## src/rtl/sap_serial_loader.sv

```systemverilog
// Purpose: 8N1 UART receiver that writes each received byte into the SAP core RAM through its manual programming port.
// Latency: WR rises 1 cycle after the stop-bit mid-sample, plus a 2-cycle rx synchronizer.
// Backpressure: none; the write sequence finishes inside the stop bit, so full line rate is absorbed.
module sap_serial_loader #(
    parameter int CLKS_PER_BIT = 434,
    parameter int ADDR_W       = 4,
    parameter int MEM_DEPTH    = 16,
    parameter int WR_PULSE     = 2
) (
    input  logic              clock,
    input  logic              clear,
    input  logic              rx,
    input  logic              load_req,
    output logic [ADDR_W-1:0] mar_dip,
    output logic [7:0]        ram_dip,
    output logic              WR,
    output logic              prog_run,
    output logic              load_done,
    output logic              frame_err,
    output logic [ADDR_W:0]   byte_count
);

    localparam int TW = $clog2(CLKS_PER_BIT);
    localparam int PW = $clog2(WR_PULSE + 1);
    localparam logic [TW-1:0]   HALF_T  = TW'(CLKS_PER_BIT / 2 - 1);
    localparam logic [TW-1:0]   FULL_T  = TW'(CLKS_PER_BIT - 1);
    localparam logic [PW-1:0]   PLAST_T = PW'(WR_PULSE - 1);
    localparam logic [ADDR_W:0] DEPTH_C = (ADDR_W + 1)'(MEM_DEPTH);

    typedef enum logic [2:0] {
        IDLE, START, DATA, STOP, SETUP, PULSE, HOLD, DONE
    } state_t;

    state_t            state, state_n;
    logic              rx_meta, rx_sync;
    logic [TW-1:0]     timer, timer_n;
    logic [2:0]        bit_idx, bit_idx_n;
    logic [7:0]        shift, shift_n;
    logic [PW-1:0]     pulse_cnt, pulse_cnt_n;
    logic [ADDR_W:0]   count_n;
    logic [ADDR_W-1:0] mar_n;
    logic [7:0]        ram_n;
    logic              wr_n, run_n, done_n, ferr_n;

    // Synchronizer resets to the idle line level so reset release cannot fake a start bit.
    always_ff @(posedge clock) begin
        if (!clear) begin
            rx_meta <= 1'b1;
            rx_sync <= 1'b1;
        end else begin
            rx_meta <= rx;
            rx_sync <= rx_meta;
        end
    end

    always_ff @(posedge clock) begin
        if (!clear) begin
            state      <= IDLE;
            timer      <= '0;
            bit_idx    <= '0;
            shift      <= '0;
            pulse_cnt  <= '0;
            byte_count <= '0;
            mar_dip    <= '0;
            ram_dip    <= '0;
            WR         <= 1'b0;
            prog_run   <= 1'b0;
            load_done  <= 1'b0;
            frame_err  <= 1'b0;
        end else begin
            state      <= state_n;
            timer      <= timer_n;
            bit_idx    <= bit_idx_n;
            shift      <= shift_n;
            pulse_cnt  <= pulse_cnt_n;
            byte_count <= count_n;
            mar_dip    <= mar_n;
            ram_dip    <= ram_n;
            WR         <= wr_n;
            prog_run   <= run_n;
            load_done  <= done_n;
            frame_err  <= ferr_n;
        end
    end

    always_comb begin
        state_n     = state;
        timer_n     = timer + 1'b1;
        bit_idx_n   = bit_idx;
        shift_n     = shift;
        pulse_cnt_n = pulse_cnt;
        count_n     = byte_count;
        mar_n       = mar_dip;
        ram_n       = ram_dip;
        wr_n        = 1'b0;
        run_n       = prog_run;
        done_n      = load_done;
        ferr_n      = frame_err;

        case (state)
            IDLE: begin
                timer_n = '0;
                if (!rx_sync) state_n = START;
            end
            START: begin
                if (timer == HALF_T) begin
                    timer_n   = '0;
                    bit_idx_n = '0;
                    state_n   = rx_sync ? IDLE : DATA;
                end
            end
            DATA: begin
                if (timer == FULL_T) begin
                    timer_n   = '0;
                    shift_n   = {rx_sync, shift[7:1]};
                    bit_idx_n = bit_idx + 1'b1;
                    if (bit_idx == 3'd7) state_n = STOP;
                end
            end
            STOP: begin
                if (timer == FULL_T) begin
                    timer_n = '0;
                    if (rx_sync) begin
                        mar_n   = byte_count[ADDR_W-1:0];
                        ram_n   = shift;
                        state_n = SETUP;
                    end else begin
                        ferr_n  = 1'b1;
                        state_n = IDLE;
                    end
                end
            end
            SETUP: begin
                wr_n        = 1'b1;
                pulse_cnt_n = '0;
                state_n     = PULSE;
            end
            PULSE: begin
                wr_n        = 1'b1;
                pulse_cnt_n = pulse_cnt + 1'b1;
                if (pulse_cnt == PLAST_T) begin
                    wr_n    = 1'b0;
                    state_n = HOLD;
                end
            end
            HOLD: begin
                count_n = byte_count + 1'b1;
                if (count_n == DEPTH_C) begin
                    run_n   = 1'b1;
                    done_n  = 1'b1;
                    mar_n   = '0;
                    ram_n   = '0;
                    state_n = DONE;
                end else begin
                    state_n = IDLE;
                end
            end
            DONE: begin
                timer_n = '0;
            end
            default: begin
                state_n = IDLE;
            end
        endcase

        // Re-arm overrides everything, including the HOLD to DONE step.
        if (load_req) begin
            state_n = IDLE;
            timer_n = '0;
            count_n = '0;
            mar_n   = '0;
            ram_n   = '0;
            wr_n    = 1'b0;
            run_n   = 1'b0;
            done_n  = 1'b0;
            ferr_n  = 1'b0;
        end
    end

endmodule

```

## config.mk

```make
export PLATFORM = sky130hd
export DESIGN_NAME = sap_serial_loader
export DESIGN_NICKNAME = d
export VERILOG_FILES = /design/src/rtl/sap_serial_loader.sv
export SDC_FILE = /design/constraint.sdc
export NUM_CORES = 1
export LEC_CHECK = 0
export ABC_AREA = 1
export BUFFER_PORTS_ARGS = -buffer_cell sky130_fd_sc_hd__buf_2
export CAP_MARGIN = 25
export CORE_UTILIZATION = 57
export CTS_CLUSTER_SIZE = 24
export DETAILED_ROUTE_END_ITERATION = 10
export HOLD_SLACK_MARGIN = 0.1
export PLACE_DENSITY = 0.83
export SLEW_MARGIN = 20
export SYNTH_ARGS = -nofsm -noshare
export SYNTH_HDL_FRONTEND = slang
export SYNTH_SLANG_ARGS = --single-unit
```

## constraint.sdc

```tcl
create_clock -name clock -period 1.8 [get_ports clock]
set_input_delay 0.36 -clock clock [delete_from_list [all_inputs] [get_ports clock]]
set_output_delay 0.36 -clock clock [all_outputs]
set_load 0.02 [all_outputs]
```

==> results of run 1 <==
==> routing by layer <==
layer  track usage  share of wire  up-vias
met5             0              0        -
met4       0.09444          0.016        0
met2        0.3617           0.47       49
met1        0.3008           0.47      838
met3       0.05714          0.045        8
li1              -              -      992
==> layout by cell type, fill, tap and decap left out, types with 4 or more instances in the layout <==
master and instances:
inv_1 29, o21ai_0 13, clkbuf_8 5, nor2_2 4
buf_4 5, nand3_1 10, buf_2 24, nand2_1 49
nand2_2 4, a21oi_1 25, o21ai_1 9, nand4_1 4
ha_1 6, dfxtp_1 46, nor2_1 53
==> sequential cells by signal, summed over array words and instances (netlist names) <==
name / count
WR: 1
bit_idx: 3
load_done: 1
shift: 8
byte_count: 5
rx_sync: 1
mar_dip: 4
pulse_cnt: 2
ram_dip: 8
rx_meta: 1
timer: 9
state: 3
frame_err: 1
==> worst max-delay path: stages (launching register included) <==
cell and delay [ps]:
dfxtp_1 630, inv_1 140, nand3_2 110, inv_1 120, o21ai_1 130, nand3_1 100
nand2_2 180, nor2_1 70
==> stage by stage <==
step	util	power, uW	std cells
6_report	0.6771	2010	370
5_1_grt	0.6771	2074	370
4_1_cts	0.6730	2028	370
3_5_place_dp	0.6360	1128	362
3_3_place_gp	0.6360	1126	362
2_1_floorplan	-	1114	294
==> where the power goes <==
| part | switching (uW) | internal [uW] |
|---|---|---|
| Sequential | 4.59 | 1040 |
| Combinational | 35.0 | 19.9 |
| Clock | 353 | 553 |
==> final cells by class <==
cell class | count | area [um2] | area share
Clock inverter | 3 | 67.56 | 0.02705
Tap cell | 48 | 60.06 | 0.02405
Multi-Input combinational cell | 203 | 1067 | 0.4274
Clock buffer | 5 | 68.82 | 0.02756
Timing Repair Buffer | 29 | 157.7 | 0.06313
Sequential cell | 47 | 942.2 | 0.3773
Inverter | 35 | 133.9 | 0.05361
==> worst max path at each step <==
stage	cells after the start	end	slack (ps)
floorplan	11	mar_dip[0]	170
global placement	10	ram_dip[1]	210
detailed placement	10	ram_dip[3]	120
CTS	10	ram_dip[3]	100
global route	10	shift[5]	20
finish	7	timer[0]	190
==> kinds of logic after synthesis <==
family	count (synthesis)	synth area share
compound gates	54	0.1295
xor+xnor	4	0.01591
simple gates	138	0.2932
fa+ha+maj	7	0.03977
buf+inv	44	0.09431
flops	47	0.4273
==> run_results.csv, run 1 <==
group,metric,value,unit
global_routing,gr-total-overflow,0,
yosys,synthDistinctLibCells,38,
cts,cts.sinks,47,
cts,cts_resized,0,
route,vias,1887,
final_layout,area_growth,13.41,%
cts,post_cts_buffers,0,
global_routing,grt_antenna_before_repair,0,
yosys,yosysTopAreaCell,"dfxtp_1",
floorplanning,floorplan.die_area,4116,um2
worst_hold_path,hold_class,"primary input to register",
critical_path,path_class,"register to register",
sta,report.final.slew_viol_count,0,
sta,worstMarginPinSlew,478.5,ps
floorplanning,die_width,64.16,um
flow_run,drv_cap,0,
cts,clock_latency,300,ps
sta,finalCritPeriodShare,0.8920,
worst_hold_path,worstHoldStart,"rx",
floorplanning,rows,22,
place,routabilityCongestion,0.9121,
yosys,ys_async_sr_fraction,0,
sta,maxSlewHeadroom,0.6806,
yosys,synth_top_area_share,0.4273,
sta,fmax,0.6228,GHz
yosys,synth_cells,294,
place,hpwl,3.134,mm
sta,finalSetupTns,0,ps
floorplanning,boundaryPins,25,
route,ant_nets,0,
critical_path,reg2reg_to,"timer[0]",
global_routing,track_usage,0.2300,
pwr,ir_worst_vdd,0.5581,mV
cts,clock_path_buffers,2,
final_layout,final_cell_area,2497,um2
critical_path,crit_path_start_kind,"register",
sta,fin_ws,194.3,ps
floorplanning,core_area,3689,um2
worst_hold_path,worst_hold_path.endpoint,"rx_meta",
sta,period_needed,1606,ps
critical_path,crit_arrival,1800,ps
cts,cts_hold_buf,0,
final_layout,drive_above_1_share,0.1988,
final_layout,nets,332,
route,avgRoutedWirePerCell,11.49,um
route,dr.first_iter.drc_count,126,
critical_path,startpoint,"state[2]",
sta,rsz0062_at_grt,"false",
yosys,synth_fp_nets,305,
critical_path,worstPathMaxFanout,10,
final_layout,n_fill_cell,324,
route,via_per_inst,5.100,
place,portBuffers,24,
critical_path,worstPathRequired,1990,ps
run_status,run_status,"completed",
global_routing,first_global_vias,1681,
critical_path,rr_startpoint,"state[2]",
yosys,yosys_warnings,0,
critical_path,reg2reg_slack,190,ps
cts,cts.clk_slew.worst_paths,80,ps
cts,cts_buffers,5,
pwr,p_leak,0.001097,uW
route,wl,4.251,mm
yosys,synth_common_cells,"54 x nor2_1, 49 x nand2_1, 47 x dfxtp_1",
global_routing,grt_pass1_wl,7.279,mm
sta,finalHoldViolCount,0,
final_layout,num_antenna_cells,0,
cts,tritoncts,"done",
yosys,synthTopCellsByArea,"dfxtp_1 43%, nor2_1 9.2%, nand2_1 8.4%",
worst_hold_path,holdPathStages,2,
floorplanning,die-height,64.16,um
yosys,synth_seq_cells,47,
yosys,avgSynthCellArea,7.490,um2
floorplanning,initial_core_util,0.5970,
yosys,synth-edff-count,0,
yosys,synth-main-ff-cell,"dfxtp_1",
cts,root_buffer,"clkbuf_8",
yosys,yosysSeqAreaShare,0.4273,
sta,skew,4.131,ps
sta,fin_hold_ws,241.2,ps
critical_path,reg2reg_depth,7,
yosys,post-synth-top-count-cell,"nor2_1",
place,place_area,2346,um2
route,dr.pass1.iters,5,
place,place_ws,117.4,ps
global_routing,grt_max_degree,17,
route,drcViolationCount,0,
yosys,netlist_area,2202,um2
cts,cts_htree_levels,2,
pwr,p_per_area,804.8,nW/um2
critical_path,cp-end-kind,"register",
sta,finalSetupViolations,0,
(Power assumes the default switching activity.)
==> run 2: changes to the inputs <==
- ABC_AREA: 1 -> default
- CORE_UTILIZATION: 57 -> 52
- GPL_ROUTABILITY_DRIVEN: default -> 0
- PLACE_DENSITY: 0.83 -> 0.8
- clock period: 1.8 -> 1.3 ns (I/O delays scaled with it)
==> run 2 against run 1 <==
Net effect:
- the flow now finishes with violations (negative setup slack)
- global-route usage is 9.6 points higher
- first-iteration DRC count up 44%
- routed wire length increased by 76%
- die area increased by 9.1%
- largest cell class unchanged
- highest routed layer unchanged
==> run_results.csv, run 2 <==
group,metric,value,unit
run_status,run_status,"finished with violations",
run_status,violations,"negative setup slack",
critical_path,crit_top_cell,"buf_6",
yosys,synth_cells,241,
final_layout,nets,323,
yosys,synth_top_family_by_area,"simple AND/OR/NAND/NOR gates",
global_routing,grt_util_met2,0.5538,
route,vias,2224,
global_routing,grt_use_met3,0.07192,
floorplanning,die-height,67.02,um
yosys,synth_fp_nets,252,
global_routing,grt.busiest_layer,"met2",
global_routing,gr-total-overflow,0,
cts,tritoncts,"done",
cts,clock_latency,310,ps
floorplanning,rows,23,
final_layout,area_growth,47.81,%
route,avgRoutedWirePerCell,20.65,um
critical_path,cp_cell_sequence,"inv_2, ha_4, and4bb_2, nand2b_4, o22ai_4, buf_6, buf_6, nand3_2, a21oi_2",
critical_path,crit_family,"simple AND/OR/NAND/NOR gates",
sta,fmax,0.6093,GHz
flow_run,drv_cap,0,
yosys,avgSynthCellArea,9.122,um2
critical_path,reg2reg_depth,9,
floorplanning,core_area,4029,um2
floorplanning,die_width,67.02,um
floorplanning,initial_core_util,0.5457,
critical_path,crit_arrival,1890,ps
yosys,post-synth-top-count-cell,"dfxtp_1",
cts,cts.clk_slew.worst_paths,100,ps
route,drcViolationCount,0,
route,ant_nets,0,
place,portBuffers,24,
yosys,synth-edff-count,0,
global_routing,grt_pass1_wl,10.69,mm
yosys,synth_seq_cells,47,
critical_path,path_depth,9,
floorplanning,floorplan.die_area,4492,um2
pwr,pwr-share-seq,0.540,
pwr,clkPwrFrac,0.423,
sta,maxSlewHeadroom,0.7487,
route,wl,7.497,mm
route,dr.first_iter.drc_count,181,
yosys,synth_common_cells,"47 x dfxtp_1, 23 x nor2_1, 20 x a21oi_1",
cts,root_buffer,"clkbuf_8",
sta,finalHoldViolCount,0,
yosys,yosysTopAreaCell,"dfxtp_1",
sta,skew,6.748,ps
yosys,yosys_warnings,0,
global_routing,track_usage,0.3256,
pwr,sw_frac_of_total,0.2284,
yosys,synth_top_area_share,0.4280,
sta,finalSetupViolations,36,
global_routing,first_global_vias,2110,
pwr,p_per_area,822.1,nW/um2
critical_path,crit_slowest_cell,"dfxtp_2",
pwr,p_switching,610.1,uW
pwr,p_total,2671,uW
critical_path,startpoint,"timer[1]",
critical_path,cp_num_buf_inv,3,
final_layout,layout.cells.most_common,"buf_4",
route,dr.pass1.iters,4,
critical_path,cp-end-kind,"register",
cts,cts_htree_levels,2,
critical_path,reg2reg_slack,-340,ps
yosys,muxShareOfSynthArea,0.04553,
yosys,yosys.area_share.simple,0.2311,
sta,fin_hold_ws,120.3,ps
yosys,synth_compound_area_frac,0.1554,
sta,fin_ws,-341.2,ps
critical_path,worstPathRequired,1550,ps
pwr,ir_worst_vdd,0.6494,mV
global_routing,grt_max_degree,17,
sta,period_needed,1641,ps
sta,rsz0062_at_grt,"true",
worst_hold_path,hold_class,"primary input to register",
critical_path,path_class,"register to register",
global_routing,met1_usage,0.3772,
cts,clock_path_buffers,2,
final_layout,largest_register_ffs,9,
pwr,p_int,2061,uW
critical_path,critPathCapture,"ram_dip[2]",
yosys,ys_async_sr_fraction,0,
route,via_per_inst,6.127,
critical_path,reg2reg_to,"ram_dip[2]",
final_layout,reg.largest.list,"timer x9, ram_dip x8, shift x8",
final_layout,final_cell_mix,"43 x buf_4, 37 x dfxtp_1, 24 x buf_2",
yosys,yosysSeqAreaShare,0.4280,
cts,cts.sinks,47,
yosys,netlist_area,2198,um2
critical_path,worstPathMaxFanout,6,
cts,cts_hold_buf,0,
final_layout,drive_above_1_share,0.5080,
critical_path,rr_startpoint,"timer[1]",
yosys,synthTopCellsByArea,"dfxtp_1 43%, o221ai_1 4.8%, a21oi_1 4.6%",
sta,report.final.slew_viol_count,0,
yosys,synth_xor_area_frac,0.04382,
yosys,synthDistinctLibCells,44,
global_routing,grt_antenna_before_repair,0,
cts,cts_buffers,5,
yosys,synth-main-ff-cell,"dfxtp_1",
final_layout,num_antenna_cells,0,
sta,finalCritPeriodShare,1.262,
pwr,p_leak,0.001293,uW
critical_path,crit_path_start_kind,"register",
pwr,combPwrFrac,0.037,
sta,worstMarginPinSlew,376.5,ps
final_layout,largest_register,"timer",
critical_path,slowest_delay,330,ps
floorplanning,boundaryPins,25,
yosys,synthAdderAreaFrac,0.03984,
place,hpwl,3.455,mm
sta,finalSetupTns,-9449,ps
[run 2: cell count changes in the layout (fill, tap and decap cells not counted), sizes merged, moves of 3 or more]
cell    change
nand2      -46
buf        +52
a21oi       -4
nor2b      +13
xor2        +6
o21ai      -20
o221ai     +12
or2         -3
nand3       +5
nor2       -35
nand2b      +7
mux2i      +10
inv        -24
[run 2: final cells by class]
class                   count  area (um2)
multi-input cells         168        1448
flip-flops and latches     47       960.9
fillers                   226       779.5
repair buffers             81       625.6
clock buffers               5       68.82
well taps                  50       62.56
clock inverters             3       46.29
inverters                   9       37.54
[run 2: logic make-up after synthesis]
| logic type | count (synthesis) |
|---|---|
| DFF | 47 |
| and+or+nand+nor | 92 |
| AOI/OAI and AO/OA | 48 |
| xor gates and xnor gates | 11 |
| muxes | 10 |
| adders and majority gates | 7 |
| buffers and inverters | 26 |
[run 2: power by group through the flow]
stage / clock network (uW) / registers, uW / logic [uW]
3_5_place_dp: 0 / 1480 / 70.7
3_3_place_gp: 0 / 1480 / 69.3
6_report: 1130 / 1440 / 99.4
5_1_grt: 1180 / 1440 / 104
4_1_cts: 1120 / 1440 / 81.2
2_1_floorplan: 0 / 1480 / 45.9
[run 2: what timing repair did]
action | CTS | global route
endpoints found under the setup margin | 37 | 43
buffers inserted | 6 | 8
gates resized for setup | 39 | 47
cloned | 1 | 0
pin swaps | 26 | 14
[run 2: how the worst min path moves through the flow]
| stage | start | to | slack, ps | cells after the start |
|---|---|---|---|---|
| 5_1_grt | rx | rx_meta | 130 | 2 |
| 2_1_floorplan | clear | rx_meta | 330 | 1 |
| 6_report | rx | rx_meta | 120 | 2 |
| 3_5_place_dp | rx_meta | rx_sync | 400 | 1 |
| 4_1_cts | rx | rx_meta | 120 | 2 |
| 3_3_place_gp | rx_meta | rx_sync | 390 | 1 |
[run 2: metrics by stage]
stage          utilization  setup WS (ps)  instance area (um2)  instances
3_3_place_gp        0.6584         -245.0                 2653        340
4_1_cts             0.7450         -249.1                 3002        355
6_report            0.8065         -341.2                 3249        363
2_1_floorplan            -         -198.7                 2252        241
3_5_place_dp        0.6584         -252.8                 2653        340
5_1_grt             0.8065         -392.4                 3249        363
[run 2: routing by layer]
layer	up-vias	wire, um
li1	999	-
met1	1068	2820
met2	112	3767
met3	45	528
met4	0	380
met5	-	0
